[src/rtl/serial_adder.sv]
// Bit-serial adder: one bit pair per clock through a single full-adder cell, LSB first.
// done pulses WIDTH+1 edges after start is sampled; start while busy is ignored.
module serial_adder #(
  parameter int WIDTH = 8
) (
  input  logic             clk,
  input  logic             rst,
  input  logic             start,
  input  logic [WIDTH-1:0] x,
  input  logic [WIDTH-1:0] y,
  input  logic             cin,
  output logic             busy,
  output logic             done,
  output logic [WIDTH-1:0] sum,
  output logic             cout
);

  localparam int CW = $clog2(WIDTH) + 1;
  localparam logic [CW-1:0] CNT_LAST = CW'(WIDTH - 1);

  localparam logic [1:0] S_IDLE = 2'd0;
  localparam logic [1:0] S_RUN  = 2'd1;
  localparam logic [1:0] S_DONE = 2'd2;

  logic [1:0]       state_q, state_d;
  logic [WIDTH-1:0] xs_q, xs_d;
  logic [WIDTH-1:0] ys_q, ys_d;
  logic [WIDTH-1:0] ss_q, ss_d;
  logic             c_q, c_d;
  logic [CW-1:0]    cnt_q, cnt_d;
  logic [WIDTH-1:0] sum_q, sum_d;
  logic             cout_q, cout_d;
  logic             busy_q, busy_d;
  logic             done_q, done_d;

  logic             fa_sum;
  logic             fa_cout;
  logic [WIDTH:0]   ss_cat;

  fa u_fa (
    .a  (xs_q[0]),
    .b  (ys_q[0]),
    .ci (c_q),
    .s  (fa_sum),
    .co (fa_cout)
  );

  always_comb begin
    state_d = state_q;
    xs_d    = xs_q;
    ys_d    = ys_q;
    ss_d    = ss_q;
    c_d     = c_q;
    cnt_d   = cnt_q;
    sum_d   = sum_q;
    cout_d  = cout_q;
    busy_d  = busy_q;
    done_d  = done_q;
    // New sum bit enters at the MSB; after WIDTH shifts bit 0 lands at the LSB.
    ss_cat  = {fa_sum, ss_q};

    case (state_q)
      S_IDLE, S_DONE: begin
        state_d = S_IDLE;
        busy_d  = 1'b0;
        done_d  = 1'b0;
        if (start) begin
          state_d = S_RUN;
          xs_d    = x;
          ys_d    = y;
          c_d     = cin;
          ss_d    = '0;
          cnt_d   = '0;
          busy_d  = 1'b1;
        end
      end
      S_RUN: begin
        ss_d  = ss_cat[WIDTH:1];
        xs_d  = xs_q >> 1;
        ys_d  = ys_q >> 1;
        c_d   = fa_cout;
        cnt_d = cnt_q + CW'(1);
        if (cnt_q == CNT_LAST) begin
          state_d = S_DONE;
          sum_d   = ss_cat[WIDTH:1];
          cout_d  = fa_cout;
          busy_d  = 1'b0;
          done_d  = 1'b1;
        end
      end
      default: begin
        state_d = S_IDLE;
        busy_d  = 1'b0;
        done_d  = 1'b0;
      end
    endcase
  end

  always_ff @(posedge clk or posedge rst) begin
    if (rst) begin
      state_q <= S_IDLE;
      xs_q    <= '0;
      ys_q    <= '0;
      ss_q    <= '0;
      c_q     <= 1'b0;
      cnt_q   <= '0;
      sum_q   <= '0;
      cout_q  <= 1'b0;
      busy_q  <= 1'b0;
      done_q  <= 1'b0;
    end else begin
      state_q <= state_d;
      xs_q    <= xs_d;
      ys_q    <= ys_d;
      ss_q    <= ss_d;
      c_q     <= c_d;
      cnt_q   <= cnt_d;
      sum_q   <= sum_d;
      cout_q  <= cout_d;
      busy_q  <= busy_d;
      done_q  <= done_d;
    end
  end

  assign busy = busy_q;
  assign done = done_q;
  assign sum  = sum_q;
  assign cout = cout_q;

endmodule

module fa (
  input  logic a,
  input  logic b,
  input  logic ci,
  output logic s,
  output logic co
);
  assign s  = a ^ b ^ ci;
  assign co = (a & b) | (a & ci) | (b & ci);
endmodule

[config.mk]
export PLATFORM = sky130hd
export DESIGN_NAME = serial_adder
export DESIGN_NICKNAME = d
export VERILOG_FILES = /design/src/rtl/serial_adder.sv
export SDC_FILE = /design/constraint.sdc
export NUM_CORES = 1
export LEC_CHECK = 0
export CAP_MARGIN = 10
export CELL_PAD_IN_SITES_DETAIL_PLACEMENT = 0
export CELL_PAD_IN_SITES_GLOBAL_PLACEMENT = 1
export CORE_ASPECT_RATIO = 1.5
export CORE_MARGIN = 2
export CORE_UTILIZATION = 45
export CTS_BUF_LIST = sky130_fd_sc_hd__clkbuf_8 sky130_fd_sc_hd__clkbuf_16
export DETAILED_ROUTE_END_ITERATION = 8
export PLACE_DENSITY_LB_ADDON = 0.08
export RECOVER_POWER = 100
export SYNTH_ARGS = -nofsm -noshare
export SYNTH_HDL_FRONTEND = slang
export SYNTH_SLANG_ARGS = --single-unit
[constraint.sdc]
create_clock -name clk -period 3.1 [get_ports clk]
set_input_delay 0.31 -clock clk [delete_from_list [all_inputs] [get_ports clk]]
set_output_delay 0.31 -clock clk [all_outputs]
set_load 0.02 [all_outputs]
==> results of run 1 <==
==> logic make-up after synthesis <==
group           Yosys count
mux                      11
buf+inv                   9
xor+xnor                  1
flops                    40
fa+ha+maj                 2
compound gates           43
simple gates              9
==> metal layers <==
layer	track usage	vias up	share of wire	wire, um
met5	0	-	0	0
met4	0.0675	0	0.018	53
met3	0.0581	5	0.055	158
met2	0.248	28	0.52	1490
met1	0.186	540	0.41	1190
li1	-	492	-	-
==> through the flow <==
stage          power (mW)  setup WS, ns  area [um^2]
2_1_floorplan        1.60          1.65         1710
3_3_place_gp         1.80          1.25         2020
3_5_place_dp         1.83          1.23         2020
4_1_cts              2.18          1.49         2110
5_1_grt              2.21         0.822         2070
6_report             2.06         0.951         2070
==> layout make-up <==
cell class / count / area share
clock buffer: 6 / 0.0399
clock inverter: 2 / 0.00363
inverter: 1 / 0.00181
multi-input combinational: 66 / 0.293
sequential: 40 / 0.484
tap: 43 / 0.0260
timing repair buffer: 33 / 0.152
==> state kept, by name, indices dropped and copies added (netlist names) <==
signal   cells
xs_q         8
done         1
c_q          1
cnt_q        4
ys_q         8
ss_q         7
cout         1
busy         1
state_q      1
sum          8
==> critical path, stage by stage <==
cell and delay (ns):
dlygate4sd3_1 0.52, nor2b_1 0.78, clkbuf_1 0.46, a22o_1 0.23, a21o_1 0.08
==> power groups by stage <==
| stage | clock (mW) | sequential (mW) | combinational [mW] |
|---|---|---|---|
| after global placement | 0 | 0.905 | 0.898 |
| after CTS | 0.353 | 0.907 | 0.922 |
| final | 0.338 | 0.898 | 0.826 |
| after detailed placement | 0 | 0.914 | 0.915 |
| after floorplan | 0 | 0.951 | 0.654 |
| after global routing | 0.378 | 0.925 | 0.912 |
==> placed cells by master (no fill, tap or decap), drive strengths merged, types with 2 or more instances in the layout <==
cell type      count
mux2i              2
clkdlybuf4s50     17
and2b              2
a22o              26
dlygate4sd3       13
inv                3
dfrtp             40
clkbuf             8
mux2               9
a21o              16
nor2               2
==> worst max-delay path by stage <==
| stage | to | slack (ns) | cells after the start |
|---|---|---|---|
| 2_1_floorplan | cout$_DFFE_PP0P_ | 1.65 | 5 |
| 3_3_place_gp | ys_q[6]$_DFFE_PP0P_ | 1.25 | 5 |
| 3_5_place_dp | ys_q[7]$_DFFE_PP0P_ | 1.23 | 4 |
| 4_1_cts | done | 1.49 | 1 |
| 5_1_grt | ys_q[5]$_DFFE_PP0P_ | 0.82 | 5 |
| 6_report | ys_q[5]$_DFFE_PP0P_ | 0.95 | 5 |
==> out/metrics.csv, run 1 <==
metric;value;unit
outcome;finished, final reports clean;
cts_buffers;5;
synth_area;0.00171;mm^2
swShare;0.339;
pwr_density_cell;997;mW/mm^2
dp.final_hpwl;1960;um
drtPass1Iterations;4;
cts_resized;0;
synthMuxAreaShare;0.0907;
htreeDepth;2;
cp.required;3.33;ns
start_kind;input port;
numPortBuffers;30;
n_fill_cell;331;
core-area;0.00365;mm^2
start_util;0.469;
multi_input_comb_area;606;um^2
synth_top_area_share;0.585;
drtIter0Drc;10;
worst_slew_pin_slew;0.990;ns
seq_area_frac_synth;0.585;
track_usage;0.157;
grt_max_degree;41;
r2r_end;ys_q[5]$_DFFE_PP0P_;
cts_hold_buf;0;
hold_class;flip-flop to flip-flop;
min_path_cells;1;
synth_cells;115;
grt_pass1_wl;4830;um
r2r_start;state_q[0]$_DFFE_PP0P_;
leakage;1.08;nW
postCtsSetupBuffers;0;
finalWirelength;2890;um
setup_viol;0;
cts_tree;built;
ir_worst_vdd;0.592;mV
drive_gt1_frac;0.0946;
numClockSinks;40;
p_sw;0.700;mW
synthTopCellsByArea;dfrtp_1 59%, a22o_1 13%, mux2_4 7.9%;
postSynthAreaPerCell;14.9;um^2
period_share;0.693;
synthSimpleGateAreaFrac;0.0512;
synth_common_cells;40 x dfrtp_1, 26 x a22o_1, 15 x a21o_1;
fin_setup_tns;0;ns
skew;0.00420;ns
max_freq;465;MHz
grt_pass1_vias;1070;
synth_ff_type;dfrtp_1;
synth_edf_count;0;
final-seq-area;0.00100;mm^2
combPwrFrac;0.401;
synth_top_family_by_area;compound AO/OA/AOI/OAI gates;
arrival;2.38;ns
rows;27;
yosysWarnings;0;
yosysMostFrequentCell;dfrtp_1;
reg2regPathDepth;4;
cts_buffer_depth;2;
layout.nets;169;
yosysTopAreaCell;dfrtp_1;
dieArea;0.00432;mm^2
critPathKind;input port to flip-flop;
dieHeight;79.5;um
ios;31;
period_needed;2.15;ns
antenna_found_initial;0;
synth_cell_type_count;23;
intPower;1.36;mW
slew_violations;0;
relSlewSlack;0.339;
async_reset_ff_frac;1.00;
place_inst;183;
clk_pin_slew;0.07;ns
reg2reg_slack;1.11;ns
grt-ovfl-total;0;
gp_congestion;0.675;
antenna-diode-count;0;
rsz0062_at_grt;no;
crit_start;start;
crit_fanout;12;
min_from;ys_q[3]$_DFFE_PP0P_;
synth_seq_cells;40;
synth_xor_area_frac;0.00512;
hold_violations;0;
synth_compound_area_frac;0.209;
synth.net_count;137;
maxCapViolCount;0;
instances_no_fill;191;
worstHoldEndpoint;ys_q[3]$_DFFE_PP0P_;
antenna_left;0;
root_buffer;clkbuf_8;
fin_util;0.567;
remaining_drc_errors;0;
vias;1065;
clock_latency;0.29;ns
die_w;54.3;um
clkPwrFrac;0.164;
whs;0.484;ns
endpoint_kind;flip-flop;
wl_per_cell;15.1;um
avgViaCountPerCell;5.58;
synthAdderAreaFrac;0.0190;
syn_to_final_growth;21.0;%
pwr-share-seq;0.435;
No activity file was read; power rests on OpenSTA's default activity.
==> run 2, diff against run 1 <==
--- a/config.mk
+++ b/config.mk
@@ -10,7 +10,7 @@
 export CELL_PAD_IN_SITES_GLOBAL_PLACEMENT = 1
 export CORE_ASPECT_RATIO = 1.5
 export CORE_MARGIN = 2
-export CORE_UTILIZATION = 45
+export CORE_UTILIZATION = 42
 export CTS_BUF_LIST = sky130_fd_sc_hd__clkbuf_8 sky130_fd_sc_hd__clkbuf_16
 export DETAILED_ROUTE_END_ITERATION = 8
 export PLACE_DENSITY_LB_ADDON = 0.08
==> constraint.sdc (replaced) <==
create_clock -name clk -period 2 [get_ports clk]
set_input_delay 0.2 -clock clk [delete_from_list [all_inputs] [get_ports clk]]
set_output_delay 0.2 -clock clk [all_outputs]
set_load 0.02 [all_outputs]
==> out/metrics.csv, run 2 (synthesis results as in run 1) <==
metric;value;unit;change
period_share;0.827;;
drive_gt1_frac;0.113;;was 0.0946
numPortBuffers;30;;unchanged
cts_resized;0;;unchanged
min_path_cells;1;;unchanged
ir_worst_vdd;0.870;mV;was 0.592 mV
ios;31;;unchanged
fin_setup_tns;0;ns;unchanged
max_freq;605;MHz;
die_w;56.1;um;was 54.3 um
reg2regPathDepth;4;;unchanged
final_common_cell;dfrtp_1;;unchanged
cp_cell_sequence;and2b_1, nor2_4, buf_12, a21o_1;;was dlygate4sd3_1, nor2b_1, clkbuf_1, a22o_1, a21o_1
slew_violations;0;;unchanged
cp.required;2.18;ns;was 3.33 ns
critPathKind;flip-flop to flip-flop;;was input port to flip-flop
finalWirelength;3040;um;was 2890 um
dieArea;0.00461;mm^2;was 0.00432 mm^2
core-area;0.00392;mm^2;was 0.00365 mm^2
cts_tree;built;;unchanged
start_util;0.436;;was 0.469
worstHoldEndpoint;cnt_q[3]$_DFFE_PP0P_;;was ys_q[3]$_DFFE_PP0P_
cts_hold_buf;0;;unchanged
antenna_left;0;;unchanged
worst_slew_pin_slew;0.984;ns;was 0.990 ns
track_usage;0.153;;was 0.157
grt-ovfl-total;0;;unchanged
endpoint_kind;flip-flop;;unchanged
min_from;cnt_q[3]$_DFFE_PP0P_;;was ys_q[3]$_DFFE_PP0P_
maxCapViolCount;0;;unchanged
pwr_density_cell;1560;mW/mm^2;was 997 mW/mm^2
layout.nets;171;;was 169
cp.buffers_inverters;1;;was 2
setup_slack;0.346;ns;was 0.951 ns
postCtsSetupBuffers;0;;unchanged
max_stage_delay;0.61;ns;was 0.78 ns
clk_pin_slew;0.07;ns;about the same
root_buffer;clkbuf_8;;unchanged
drtPass1Iterations;4;;unchanged
rsz0062_at_grt;no;;unchanged
clock_latency;0.29;ns;about the same
outcome;finished, final reports clean;;unchanged
r2r_start;done$_DFFE_PP0P_;;was state_q[0]$_DFFE_PP0P_
fin_util;0.533;;was 0.567
setup_viol;0;;unchanged
crit_family;simple AND/OR/NAND/NOR gates;;was buffers and inverters
syn_to_final_growth;22.2;%;was 21.0%
cp_slowest_cell;and2b_1;;was nor2b_1
numClockSinks;40;;unchanged
place_ws;0.388;ns;was 1.23 ns
remaining_drc_errors;0;;unchanged
reg2reg_slack;0.35;ns;was 1.11 ns
antenna_found_initial;0;;unchanged
antenna-diode-count;0;;unchanged
dp.final_hpwl;2030;um;was 1960 um
cp_num_cells;4;;was 5
wl_per_cell;15.6;um;was 15.1 um
grt_pass1_wl;5290;um;was 4830 um
rows;28;;was 27
grt_pass1_vias;1115;;was 1,070
dieHeight;82.2;um;was 79.5 um
start_kind;flip-flop;;was input port
arrival;1.84;ns;was 2.38 ns
hold_violations;0;;unchanged
layout.cells.most_common_list;40 x dfrtp_1, 26 x a22o_1, 18 x clkdlybuf4s50_1, 15 x a21o_1, 12 x dlygate4sd3_1;;was 40 x dfrtp_1, 26 x a22o_1, 17 x clkdlybuf4s50_1, 15 x a21o_1, 13 x dlygate4sd3_1
leakage;1.08;nW;about the same
vias;1061;;was 1,065
r2r_end;xs_q[3]$_DFFE_PP0P_;;was ys_q[5]$_DFFE_PP0P_
gp_congestion;0.746;;was 0.675
hold_class;flip-flop to flip-flop;;unchanged
period_needed;1.65;ns;
avgViaCountPerCell;5.44;;was 5.58
drtIter0Drc;25;;was 10
cts_buffer_depth;2;;unchanged
crit_fanout;16;;was 12
grt_max_degree;41;;unchanged
cts_buffers;5;;unchanged
htreeDepth;2;;unchanged
relSlewSlack;0.344;;was 0.339
skew;0.00398;ns;was 0.00420 ns
-- run 2: cell type report --
type                    instances  area (um^2)
fillers                       363         1830
flip-flops and latches         40         1000
multi-input cells              66          592
clock inverters                 2         7.51
well taps                      45         56.3
clock buffers                   6         82.6
repair buffers                 35          348
inverters                       1         3.75
-- run 2: power by group --
| part | total, mW | leakage (nW) | internal (mW) | switching, mW |
|---|---|---|---|---|
| Sequential | 1.38 | 0.508 | 1.17 | 0.214 |
| Clock | 0.535 | 0.0538 | 0.271 | 0.265 |
| Combinational | 1.34 | 0.515 | 0.722 | 0.617 |
| Total | 3.25 | 1.08 | 2.16 | 1.09 |
-- run 2: routing by layer --
metal,up-vias,GRT usage,part of all wire
met3,5,0.0421,0.035
met1,535,0.188,0.46
li1,499,-,-
met5,-,0,0
met4,0,0.0929,0.025
met2,22,0.242,0.48
-- run 2: through the flow --
step           total power, mW  cell area, um^2  cells  hold WS [ns]
2_1_floorplan             2.49             1710    115         0.340
3_3_place_gp              2.87             2050    187         0.459
3_5_place_dp              2.91             2050    187         0.466
4_1_cts                   3.46             2140    195         0.348
5_1_grt                   3.50             2090    195         0.502
6_report                  3.25             2090    195         0.465
-- run 2: worst max-delay path by stage --
stage / from / slack (ns) / to
2_1_floorplan: cnt_q[0]$_DFFE_PP0P_ / 0.55 / cout$_DFFE_PP0P_
3_3_place_gp: start / 0.42 / xs_q[1]$_DFFE_PP0P_
3_5_place_dp: start / 0.39 / xs_q[1]$_DFFE_PP0P_
4_1_cts: cnt_q[0]$_DFFE_PP0P_ / 0.40 / sum[0]$_DFFE_PP0P_
5_1_grt: cnt_q[0]$_DFFE_PP0P_ / 0.20 / sum[0]$_DFFE_PP0P_
6_report: done$_DFFE_PP0P_ / 0.35 / xs_q[3]$_DFFE_PP0P_
==> run 3, diff against run 2 <==
--- a/config.mk
+++ b/config.mk
@@ -10,7 +10,7 @@
 export CELL_PAD_IN_SITES_GLOBAL_PLACEMENT = 1
 export CORE_ASPECT_RATIO = 1.5
 export CORE_MARGIN = 2
-export CORE_UTILIZATION = 42
+export CORE_UTILIZATION = 38
 export CTS_BUF_LIST = sky130_fd_sc_hd__clkbuf_8 sky130_fd_sc_hd__clkbuf_16
 export DETAILED_ROUTE_END_ITERATION = 8
 export PLACE_DENSITY_LB_ADDON = 0.08
==> constraint.sdc (replaced) <==
create_clock -name clk -period 1.52 [get_ports clk]
set_input_delay 0.152 -clock clk [delete_from_list [all_inputs] [get_ports clk]]
set_output_delay 0.152 -clock clk [all_outputs]
set_load 0.02 [all_outputs]
==> out/metrics.csv, run 3 (synthesis results as in run 1) <==
metric;value;unit;change
rows;29;;was 28
setup_slack;0.0125;ns;was 0.346 ns
cts_buffer_depth;2;;unchanged
ios;31;;unchanged
max_freq;663;MHz;was 605 MHz
period_share;0.992;;was 0.827
layout.cells.most_common_list;40 x dfrtp_1, 29 x clkdlybuf4s50_1, 26 x a22o_1, 15 x a21o_1, 9 x mux2_4;;was 40 x dfrtp_1, 26 x a22o_1, 18 x clkdlybuf4s50_1, 15 x a21o_1, 12 x dlygate4sd3_1
grt-ovfl-total;0;;unchanged
rsz0062_at_grt;yes;;was no
place_ws;-0.00656;ns;was 0.388 ns
clock_latency;0.29;ns;about the same
dieHeight;86.2;um;was 82.2 um
antenna_left;0;;unchanged
instances_no_fill;204;;was 195
core-area;0.00428;mm^2;was 0.00392 mm^2
antenna-diode-count;0;;unchanged
remaining_drc_errors;3;;was 0
setup_viol;0;;unchanged
place_inst;193;;was 187
whs;0.473;ns;was 0.465 ns
crit_fanout;5;;was 16
start_kind;flip-flop;;unchanged
worst_slew_pin_slew;0.969;ns;was 0.984 ns
fin_setup_tns;0;ns;unchanged
dp.final_hpwl;2210;um;was 2030 um
outcome;finished, violations left;;was finished, final reports clean
track_usage;0.147;;was 0.153
drive_gt1_frac;0.228;;was 0.113
drtIter0Drc;48;;was 25
syn_to_final_growth;30.4;%;was 22.2%
avgViaCountPerCell;5.45;;was 5.44
clk_pin_slew;0.07;ns;about the same
dieArea;0.00506;mm^2;was 0.00461 mm^2
arrival;1.68;ns;was 1.84 ns
antenna_found_initial;0;;unchanged
reg2reg_slack;0.01;ns;was 0.35 ns
hold_class;input port to flip-flop;;was flip-flop to flip-flop
grt_max_degree;41;;unchanged
start_util;0.399;;was 0.436
drtPass1Iterations;6;;was 4
maxCapViolCount;0;;unchanged
cts_hold_buf;0;;unchanged
relSlewSlack;0.354;;was 0.344
finalWirelength;3260;um;was 3040 um
die_w;58.8;um;was 56.1 um
grt_pass1_wl;5600;um;was 5290 um
hold_violations;0;;unchanged
fin_util;0.521;;was 0.533
cts_tree;built;;unchanged
cts_buffers;5;;unchanged
cp.required;1.70;ns;was 2.18 ns
slew_violations;0;;unchanged
grt_pass1_vias;1189;;was 1,115
gp_congestion;0.725;;was 0.746
ir_worst_vdd;0.956;mV;was 0.870 mV
wl_per_cell;16.0;um;was 15.6 um
violations;design-rule violations;;
critPathKind;flip-flop to flip-flop;;unchanged
htreeDepth;2;;unchanged
final_common_cell;dfrtp_1;;unchanged
numClockSinks;40;;unchanged
endpoint_kind;flip-flop;;unchanged
vias;1111;;was 1,061
numPortBuffers;30;;unchanged
root_buffer;clkbuf_8;;unchanged
skew;0.00614;ns;was 0.00398 ns
period_needed;1.51;ns;was 1.65 ns
layout.nets;180;;was 171
leakage;1.13;nW;was 1.08 nW
pwr_density_cell;2080;mW/mm^2;was 1560 mW/mm^2
-- run 3: cell types whose count changed in the layout (fill, tap and decap cells not counted), sizes merged --
cell	previous run	this run
buf	4	12
clkdlybuf4s50	18	29
clkinv	0	1
dlygate4sd3	12	1
inv	3	2
-- run 3: layout make-up --
cell class,count,area (um^2)
fill,388,2050
sequential,40,1000
multi-input combinational,66,658
timing repair buffer,44,432
clock buffer,5,68.8
tap,46,57.6
clock inverter,2,8.76
inverter,1,3.75
-- run 3: power by group --
group | internal, mW | switching, mW | leakage [nW]
clock | 0.305 | 0.345 | 0.0452
sequential | 1.54 | 0.312 | 0.508
combinational | 1.26 | 0.889 | 0.577
-- run 3: path summary, 6_finish.rpt --
path                                      startpoint                    to  cells past startpoint
worst max-delay path            cnt_q[1]$_DFFE_PP0P_    sum[0]$_DFFE_PP0P_                      5
worst min-delay path                            y[7]   ys_q[7]$_DFFE_PP0P_                      2
worst max register to register  cnt_q[1]$_DFFE_PP0P_    sum[0]$_DFFE_PP0P_                      5
worst min register to register  cnt_q[3]$_DFFE_PP0P_  cnt_q[3]$_DFFE_PP0P_                      1
max in group asynchronous                        rst  cnt_q[1]$_DFFE_PP0P_                      3
min in group asynchronous                        rst    sum[6]$_DFFE_PP0P_                      3
-- run 3: worst max-delay path, stage by stage (launching register included) --
cell and delay, ns:
dfrtp_1 0.40, ha_4 0.17, nand3b_4 0.10, nor3b_4 0.26, buf_6 0.17, mux2_4 0.30
-- run 3: timing repair --
item | in CTS | in global routing
pin swaps | 0 | 2
gates cloned | 0 | 1
setup endpoints to repair | 9 | 9
buffers inserted | 0 | 3
resized for setup | 1 | 6
-- run 3: metrics by stage --
| stage | power (mW) | area, um^2 |
|---|---|---|
| CTS | 4.63 | 2200 |
| finish | 4.65 | 2230 |
| global route | 4.98 | 2230 |
| floorplan | 3.27 | 1710 |
| global placement | 3.90 | 2120 |
| detailed placement | 3.95 | 2120 |
-- run 3: layer usage --
| metal | track usage | vias up | wire (um) |
|---|---|---|---|
| met2 | 0.237 | 26 | 1640 |
| met4 | 0.0558 | 0 | 43 |
| li1 | - | 509 | - |
| met3 | 0.0528 | 6 | 153 |
| met1 | 0.178 | 570 | 1420 |
| met5 | 0 | - | 0 |
